<file path="config.mk">
export PLATFORM = sky130hd
export DESIGN_NAME = multicycle_control_unit
export DESIGN_NICKNAME = d
export VERILOG_FILES = /design/src/rtl/multicycle_control_unit.sv
export SDC_FILE = /design/constraint.sdc
export NUM_CORES = 1
export LEC_CHECK = 0
export BUFFER_PORTS_ARGS = -buffer_cell sky130_fd_sc_hd__clkbuf_2
export CAP_MARGIN = 0
export CELL_PAD_IN_SITES_DETAIL_PLACEMENT = 0
export CELL_PAD_IN_SITES_GLOBAL_PLACEMENT = 2
export CORE_MARGIN = 5
export CORE_UTILIZATION = 22
export CTS_CLUSTER_DIAMETER = 30
export DETAILED_ROUTE_END_ITERATION = 10
export PLACE_DENSITY_LB_ADDON = 0.05
export SYNTH_ARGS = -nofsm -noshare
export SYNTH_HDL_FRONTEND = slang
export SYNTH_SLANG_ARGS = --single-unit
</file>
<file path="constraint.sdc">
create_clock -name clk -period 2.5 [get_ports clk]
set_input_delay 0.125 -clock clk [delete_from_list [all_inputs] [get_ports clk]]
set_output_delay 0.125 -clock clk [all_outputs]
set_load 0.02 [all_outputs]
</file>
<file path="src/rtl/multicycle_control_unit.sv">
// Multicycle RV32I control FSM driving a shared-ALU, shared-memory datapath.
// Optional macro CU_BNE_EN adds bne (branch funct3 001) support.
module multicycle_control_unit #(
  parameter int unsigned ALUCTL_W = 3,
  parameter bit          MEM_HS   = 1'b1
) (
  input  logic                clk,
  input  logic                reset,
  input  logic [6:0]          op,
  input  logic [2:0]          funct3,
  input  logic                funct7b5,
  input  logic                zero,
  input  logic                mem_ready,
  output logic                PCWrite,
  output logic                AdrSrc,
  output logic                MemWrite,
  output logic                IRWrite,
  output logic [1:0]          ResultSrc,
  output logic [1:0]          ALUSrcA,
  output logic [1:0]          ALUSrcB,
  output logic [1:0]          ImmSrc,
  output logic [ALUCTL_W-1:0] ALUControl,
  output logic                RegWrite,
  output logic                illegal_op,
  output logic [3:0]          state
);

  typedef enum logic [3:0] {
    S_FETCH    = 4'd0,
    S_DECODE   = 4'd1,
    S_MEMADR   = 4'd2,
    S_MEMREAD  = 4'd3,
    S_MEMWB    = 4'd4,
    S_MEMWRITE = 4'd5,
    S_EXECR    = 4'd6,
    S_EXECI    = 4'd7,
    S_ALUWB    = 4'd8,
    S_BRANCH   = 4'd9,
    S_JAL      = 4'd10,
    S_ILLEGAL  = 4'd11
  } state_t;

  localparam logic [6:0] OP_LW  = 7'b0000011;
  localparam logic [6:0] OP_SW  = 7'b0100011;
  localparam logic [6:0] OP_R   = 7'b0110011;
  localparam logic [6:0] OP_I   = 7'b0010011;
  localparam logic [6:0] OP_BEQ = 7'b1100011;
  localparam logic [6:0] OP_JAL = 7'b1101111;

  state_t     state_q, state_d;
  logic       ready;
  logic [2:0] alu3;

  assign ready = MEM_HS ? mem_ready : 1'b1;
  assign state = state_q;

  always_ff @(posedge clk) begin
    if (reset) state_q <= S_FETCH;
    else       state_q <= state_d;
  end

  always_comb begin
    state_d    = state_q;
    PCWrite    = 1'b0;
    AdrSrc     = 1'b0;
    MemWrite   = 1'b0;
    IRWrite    = 1'b0;
    RegWrite   = 1'b0;
    illegal_op = 1'b0;
    ResultSrc  = 2'b00;
    ALUSrcA    = 2'b00;
    ALUSrcB    = 2'b00;
    ImmSrc     = 2'b00;
    alu3       = 3'b000;

    case (op)
      OP_SW:   ImmSrc = 2'b01;
      OP_BEQ:  ImmSrc = 2'b10;
      OP_JAL:  ImmSrc = 2'b11;
      default: ImmSrc = 2'b00;
    endcase

    case (state_q)
      S_FETCH: begin
        ResultSrc = 2'b10;
        ALUSrcB   = 2'b10;
        if (ready) begin
          IRWrite = 1'b1;
          PCWrite = 1'b1;
          state_d = S_DECODE;
        end
      end
      S_DECODE: begin
        ALUSrcA = 2'b01;
        ALUSrcB = 2'b01;
        case (op)
          OP_LW, OP_SW: state_d = S_MEMADR;
          OP_R:         state_d = S_EXECR;
          OP_I:         state_d = S_EXECI;
          OP_BEQ: begin
            if (funct3 == 3'b000)      state_d = S_BRANCH;
`ifdef CU_BNE_EN
            else if (funct3 == 3'b001) state_d = S_BRANCH;
`endif
            else                       state_d = S_ILLEGAL;
          end
          OP_JAL:       state_d = S_JAL;
          default:      state_d = S_ILLEGAL;
        endcase
      end
      S_MEMADR: begin
        ALUSrcA = 2'b10;
        ALUSrcB = 2'b01;
        state_d = op[5] ? S_MEMWRITE : S_MEMREAD;
      end
      S_MEMREAD: begin
        AdrSrc = 1'b1;
        if (ready) state_d = S_MEMWB;
      end
      S_MEMWB: begin
        ResultSrc = 2'b01;
        RegWrite  = 1'b1;
        state_d   = S_FETCH;
      end
      S_MEMWRITE: begin
        AdrSrc   = 1'b1;
        MemWrite = 1'b1;
        if (ready) state_d = S_FETCH;
      end
      S_EXECR, S_EXECI: begin
        ALUSrcA = 2'b10;
        ALUSrcB = (state_q == S_EXECI) ? 2'b01 : 2'b00;
        case (funct3)
          3'b000:  alu3 = (op[5] & funct7b5) ? 3'b001 : 3'b000;
          3'b010:  alu3 = 3'b101;
          3'b110:  alu3 = 3'b011;
          3'b111:  alu3 = 3'b010;
          default: alu3 = 3'b000;
        endcase
        state_d = S_ALUWB;
      end
      S_ALUWB: begin
        RegWrite = 1'b1;
        state_d  = S_FETCH;
      end
      S_BRANCH: begin
        ALUSrcA = 2'b10;
        alu3    = 3'b001;
`ifdef CU_BNE_EN
        PCWrite = (funct3 == 3'b001) ? ~zero : zero;
`else
        PCWrite = zero;
`endif
        state_d = S_FETCH;
      end
      S_JAL: begin
        ALUSrcA = 2'b01;
        ALUSrcB = 2'b10;
        PCWrite = 1'b1;
        state_d = S_ALUWB;
      end
      S_ILLEGAL: begin
        illegal_op = 1'b1;
        state_d    = S_FETCH;
      end
      default: state_d = S_FETCH;
    endcase

    // Reset squashes every strobe and select combinationally, so an access in flight is abandoned.
    if (reset) begin
      state_d    = S_FETCH;
      PCWrite    = 1'b0;
      AdrSrc     = 1'b0;
      MemWrite   = 1'b0;
      IRWrite    = 1'b0;
      RegWrite   = 1'b0;
      illegal_op = 1'b0;
      ResultSrc  = 2'b00;
      ALUSrcA    = 2'b00;
      ALUSrcB    = 2'b00;
      ImmSrc     = 2'b00;
      alu3       = 3'b000;
    end

    ALUControl      = '0;
    ALUControl[2:0] = alu3;
  end

endmodule
</file>
==> reports/results.txt, run 1 <==
Max Fclk -> 508 MHz
global-route wire length before repair -> 3.79 mm
initial antenna violation count -> 0
syn avg cell area -> 6.64 um2
number of flip-flops in the largest register -> 4
synthesized instance count -> 91
residual DRC count -> 0
core area -> 2690 um2
CTS Buffer Depth -> 2
Most used DFF post-synth -> dfxtp_1
wire length on met2 -> 1.05 mm
largest family of logic cells by synthesized area -> simple AND/OR/NAND/NOR gates
initial DRC count -> 27
compound-gate portion of the synthesized area -> 0.228
CP startpoint kind -> flip-flop
mux cell area share after synthesis -> 0.0166
vias in the first global route -> 797
CTS H-tree lvls -> 1
Slew Viols, Final -> 0
Wirelength per Cell -> 14.0 um
Worst VDD drop -> 0.243 mV
post-synth net total -> 106
ys async rst share -> 0
Distinct cells, synth -> 41
Worst slew margin -> 0.537
CTS-repair resized insts -> 0
WL final -> 2.15 mm
Routed Antenna Nets -> 0
register bit total from synthesis -> 4
Post-Synth Adder-Cell Area -> 0
yosys warns -> 0
Post-synth EDFFs -> 0
Clock transition at path regs -> 0.04 ns
Worst Path Required -> 2.38 ns
Hold EP -> state[0]
pwr/cell area -> 649 nW/um2
Worst Reg2Reg Path Length in Cells -> 4
fillers -> 307
WL met1 -> 950 um
XOR/XNOR share of the synthesized area -> 0.0290
register area share after synthesis -> 0.133
synth top area cells -> dfxtp_1 (13%), nor2_1 (6.2%), a21oi_1 (5.8%)
endpoints failing setup -> 0
die height -> 62.4 um
Synth top area share -> 0.133
CTS tree -> done
hold buffers post-CTS -> 0
post-route minimum period -> 1.97 ns
GPL Wtd Cong -> 0.706
setup tns final -> 0 ns
worst slew pin tran -> 0.694 ns
area leader, netlist -> dfxtp_1
# rows -> 19
worst hold start -> mem_ready
reg2reg setup slack -> 0.76 ns
# Post-CTS Setup Buffers -> 0
detailed-route via count -> 775
largest net degree at the start of global routing -> 22
Cell Area, Synth -> 604 um2
Max-Cap Viols -> 0
nets@finish -> 139
setup skew after layout -> 0.00109 ns
CP max FO -> 21
min-delay worst type -> input port to flip-flop
Simple-Gate Fraction of Synth Area -> 0.482
fraction of layout cells with a size suffix above 1 -> 0.369
antenna cell count -> 0
routed length on met3 -> 142 um
Root Buffer Master -> clkbuf_4
unrepaired setup endpoints after global routing -> false
setup ws final -> 0.531 ns
highest metal layer with signal wires -> met3
die width -> 62.4 um
WP data arrival -> 1.84 ns
Hold Fails Final Rpt -> 0
r2r endpoint -> state[0]
Post-DP HPWL -> 1.70 mm
Starting Density -> 0.225
clock buffer count from CTS -> 3
clock sinks -> 4
critical path capture point type -> output pin
crit path kind -> flip-flop to output pin
die area -> 3900 um2
Placement Setup Slack -> 0.771 ns
I/O Buffers -> 35
drt first pass iters -> 4
P_leak -> 0.387 nW
Area growth syn-to-layout -> 34.2%
fin crit share -> 0.788
I/O Pins -> 36
Total GRT Usage -> 0.114
Clock Latency Late Sink -> 0.23 ns
outcome -> complete, no violations
reg2reg start -> state[1]
cell count of the worst hold path -> 2
Via-to-Cell Ratio -> 5.07
global route total overflow -> 0
==> cells in the mapped netlist (2+ instances only) <==
library cell and n:
nor2_1 10, inv_1 7, dfxtp_1 4, nor3b_1 3
o21ai_0 2, nor4b_1 2, nor3_1 5, nand3b_1 2
a21oi_1 7, nor4_1 5, nand2_1 3, and2_1 3
nor2b_1 3, buf_2 6, nand3_1 3
==> stage by stage <==
step	util	power, mW	hold WS, ns	cells	instance area, um2
floorplan	-	0.359	0.221	91	604
global placement	0.293	0.454	0.445	150	788
detailed placement	0.293	0.451	0.453	150	788
CTS	0.302	0.532	0.206	153	811
global route	0.302	0.579	0.196	153	811
finish	0.302	0.526	0.221	153	811
==> layer usage <==
metal / GRT usage / up-vias
met5: 0 / -
li1: - / 400
met4: 0.0477 / 0
met3: 0.0198 / 0
met2: 0.198 / 25
met1: 0.136 / 350
==> power breakdown <==
part | total, mW | switching, mW | internal (mW)
Combinational | 0.297 | 0.172 | 0.124
Clock | 0.0775 | 0.0240 | 0.0535
Sequential | 0.152 | 0.0729 | 0.0792
==> worst max-delay path, stage by stage (launching register included) <==
cell and delay [ns]:
dfxtp_1 0.76, and2_1 0.28, nor4b_1 0.33, clkbuf_2 0.24
==> layout by cell type (no fill, tap or decap), types with 2 or more instances in the layout <==
cell type / instances
a21oi_1: 7
nand3_1: 3
nor4_1: 5
clkbuf_4: 3
nand3b_1: 2
nor3_1: 5
nand2_1: 3
and2_1: 3
nor2b_1: 3
o21ai_0: 2
inv_1: 7
nor2_1: 10
dfxtp_1: 4
nor4b_1: 2
nor3b_1: 3
clkbuf_2: 35
==> cells by family after synthesis <==
family,after synthesis
buffers and inverters,16
muxes,1
DFF,4
AOI/OAI and AO/OA,20
and+or+nand+nor,48
xor gates and xnor gates,2
==> cell type report <==
cell class	count	area [um2]	area share
well taps	31	38.8	0.0478
inverters	8	30.0	0.0370
repair buffers	36	183	0.225
clock buffers	3	22.5	0.0278
flip-flops and latches	4	80.1	0.0988
multi-input cells	71	457	0.563
==> worst max-delay path by stage <==
stage                  start          to  slack (ns)
floorplan           state[1]  illegal_op        0.80
global placement    state[0]     PCWrite        0.78
detailed placement  state[1]    state[0]        0.77
CTS                 state[1]  illegal_op        0.53
global route        state[0]     PCWrite        0.32
finish              state[1]  illegal_op        0.53
(Power assumes the default switching activity.)
==> run 2: changes to the inputs <==
--- a/config.mk
+++ b/config.mk
@@ -10,7 +10,7 @@
 export CELL_PAD_IN_SITES_DETAIL_PLACEMENT = 0
 export CELL_PAD_IN_SITES_GLOBAL_PLACEMENT = 2
 export CORE_MARGIN = 5
-export CORE_UTILIZATION = 22
+export CORE_UTILIZATION = 20
 export CTS_CLUSTER_DIAMETER = 30
 export DETAILED_ROUTE_END_ITERATION = 10
 export PLACE_DENSITY_LB_ADDON = 0.05
==> constraint.sdc (replaced) <==
create_clock -name clk -period 2.1 [get_ports clk]
set_input_delay 0.105 -clock clk [delete_from_list [all_inputs] [get_ports clk]]
set_output_delay 0.105 -clock clk [all_outputs]
set_load 0.02 [all_outputs]
==> reports/results.txt, run 2 (synthesis gave the netlist of run 1 again) <==
outcome -> complete, no violations
detailed-route via count -> 763 (-1.5%)
setup skew after layout -> 0.00119 ns (+0.0000992 ns)
Hold EP -> state[0]
cell count of the worst hold path -> 2 (unchanged)
I/O Pins -> 36 (unchanged)
global route total overflow -> 0 (unchanged)
Worst Path Required -> 2.00 ns (-0.38 ns)
nets@finish -> 141 (+1.4%)
placed instance area -> 806 um2 (+2.2%)
Bufs and invs on worst path -> 1 (unchanged)
WL final -> 2.19 mm (+1.9%)
GPL Wtd Cong -> 0.731 (+3.5%)
CTS-repair resized insts -> 0 (unchanged)
FF+latch area -> 80.1 um2 (unchanged)
antenna cell count -> 0 (unchanged)
clock buffer count from CTS -> 3 (unchanged)
NetSw -> 326 uW (+21%)
initial antenna violation count -> 0 (unchanged)
post-route minimum period -> 1.78 ns
reg2reg setup slack -> 0.53 ns (-0.23 ns)
crit path kind -> flip-flop to output pin
min-delay worst type -> input port to flip-flop
initial DRC count -> 43 (+59%)
P_leak -> 0.397 nW (+2.7%)
Post-DP HPWL -> 1.81 mm (+6.6%)
die height -> 65.0 um (+4.1%)
number of flip-flops in the largest register -> 4 (unchanged)
r2r endpoint -> state[0]
fraction of layout cells with a size suffix above 1 -> 0.379 (+0.0102)
worst hold start -> mem_ready
Wirelength per Cell -> 13.9 um (-0.73%)
clock sinks -> 4 (unchanged)
pwr/cell area -> 779 nW/um2 (+20%)
CTS H-tree lvls -> 1 (unchanged)
CP startpoint kind -> flip-flop
final core area utilization -> 0.278 (-0.0237)
Area growth syn-to-layout -> 37.1%
most frequent cells in the layout -> clkbuf_2 (35), nor2_1 (10), inv_1 (7), a21oi_1 (7)
Slowest cell on crit path -> dfxtp_1
Crit path max-delay family -> flip-flops
Via-to-Cell Ratio -> 4.86 (-4.1%)
most common cell after layout, fill and taps aside -> clkbuf_2
slowest cell delay on critical path -> 0.65 ns (-0.11 ns)
endpoints failing setup -> 0 (unchanged)
fillers -> 353 (+15%)
residual DRC count -> 0 (unchanged)
Root Buffer Master -> clkbuf_4
CTS Buffer Depth -> 2 (unchanged)
Clock power frac -> 0.143 (-0.004)
hold buffers post-CTS -> 0 (unchanged)
Max Fclk -> 562 MHz
worst slew pin tran -> 0.533 ns (-0.161 ns)
Worst VDD drop -> 0.142 mV (-41%)
fin crit share -> 0.847
total design power -> 646 uW (+23%)
drt first pass iters -> 4 (unchanged)
worst path cell trace -> and2_1, a21oi_1, o21ai_1, nor3b_1, clkbuf_2
Slew Viols, Final -> 0 (unchanged)
area of the multi-input gates -> 457 um2 (unchanged)
Starting Density -> 0.203 (-0.0220)
CP max FO -> 15 (-29%)
die width -> 65.0 um (+4.1%)
unrepaired setup endpoints after global routing -> false
Final Cell Area -> 828 um2 (+2.2%)
Pint -> 319 uW (+24%)
global-route wire length before repair -> 3.54 mm (-6.6%)
Clock transition at path regs -> 0.04 ns (about the same)
Worst slew margin -> 0.644 (+0.107)
WP data arrival -> 1.67 ns (-0.17 ns)
setup tns final -> 0 ns (unchanged)
critical path capture point type -> output pin
CTS tree -> done
largest net degree at the start of global routing -> 16 (-27%)
reg2reg start -> state[1]
Hold Fails Final Rpt -> 0 (unchanged)
die area -> 4220 um2 (+8.4%)
Total GRT Usage -> 0.105 (-0.00869)
Sw Share -> 0.505 (-0.00623)
I/O Buffers -> 35 (unchanged)
# rows -> 20 (+1)
vias in the first global route -> 738 (-7.4%)
power share of the sequential group -> 0.247 (-0.042)
Combinational Power Share -> 0.610 (+0.046)
core area -> 2980 um2 (+11%)
Clock Latency Late Sink -> 0.23 ns (about the same)
Max-Cap Viols -> 0 (unchanged)
# Post-CTS Setup Buffers -> 0 (unchanged)
Worst Reg2Reg Path Length in Cells -> 5 (+1)
Routed Antenna Nets -> 0 (unchanged)
==> run 2: routing by layer <==
metal	part of all wire	global-route usage	vias to the layer above
li1	-	-	403
met1	0.50	0.146	336
met2	0.44	0.167	24
met3	0.059	0.0156	0
met4	0	0.0317	0
met5	0	0	-
==> run 2: metrics by stage <==
stage / std cells / hold WS, ns / setup WS [ns]
finish: 157 / 0.200 / 0.322
global route: 157 / 0.227 / 0.185
CTS: 157 / 0.198 / 0.314
detailed placement: 154 / 0.443 / 0.530
global placement: 154 / 0.425 / 0.564
floorplan: 91 / 0.201 / 0.424
==> run 2: worst max path at each step <==
stage	endpoint	from	cells past startpoint	slack (ns)
floorplan	illegal_op	state[1]	3	0.42
global placement	PCWrite	state[1]	5	0.56
detailed placement	state[0]	state[1]	4	0.53
CTS	PCWrite	state[0]	5	0.31
global route	PCWrite	state[0]	5	0.18
finish	PCWrite	state[1]	5	0.32
==> run 2: area by class of cell <==
type                    instances  area share
inverters                       8      0.0363
well taps                      33      0.0498
clock buffers                   3      0.0272
multi-input cells              71       0.551
repair buffers                 38       0.239
flip-flops and latches          4      0.0967
==> run 2: power by group through the flow <==
stage	combinational [mW]	clock [mW]	sequential, mW
finish	0.394	0.0926	0.159
CTS	0.398	0.0975	0.159
global placement	0.399	0	0.162
detailed placement	0.396	0	0.160
global route	0.434	0.103	0.165
floorplan	0.299	0	0.128
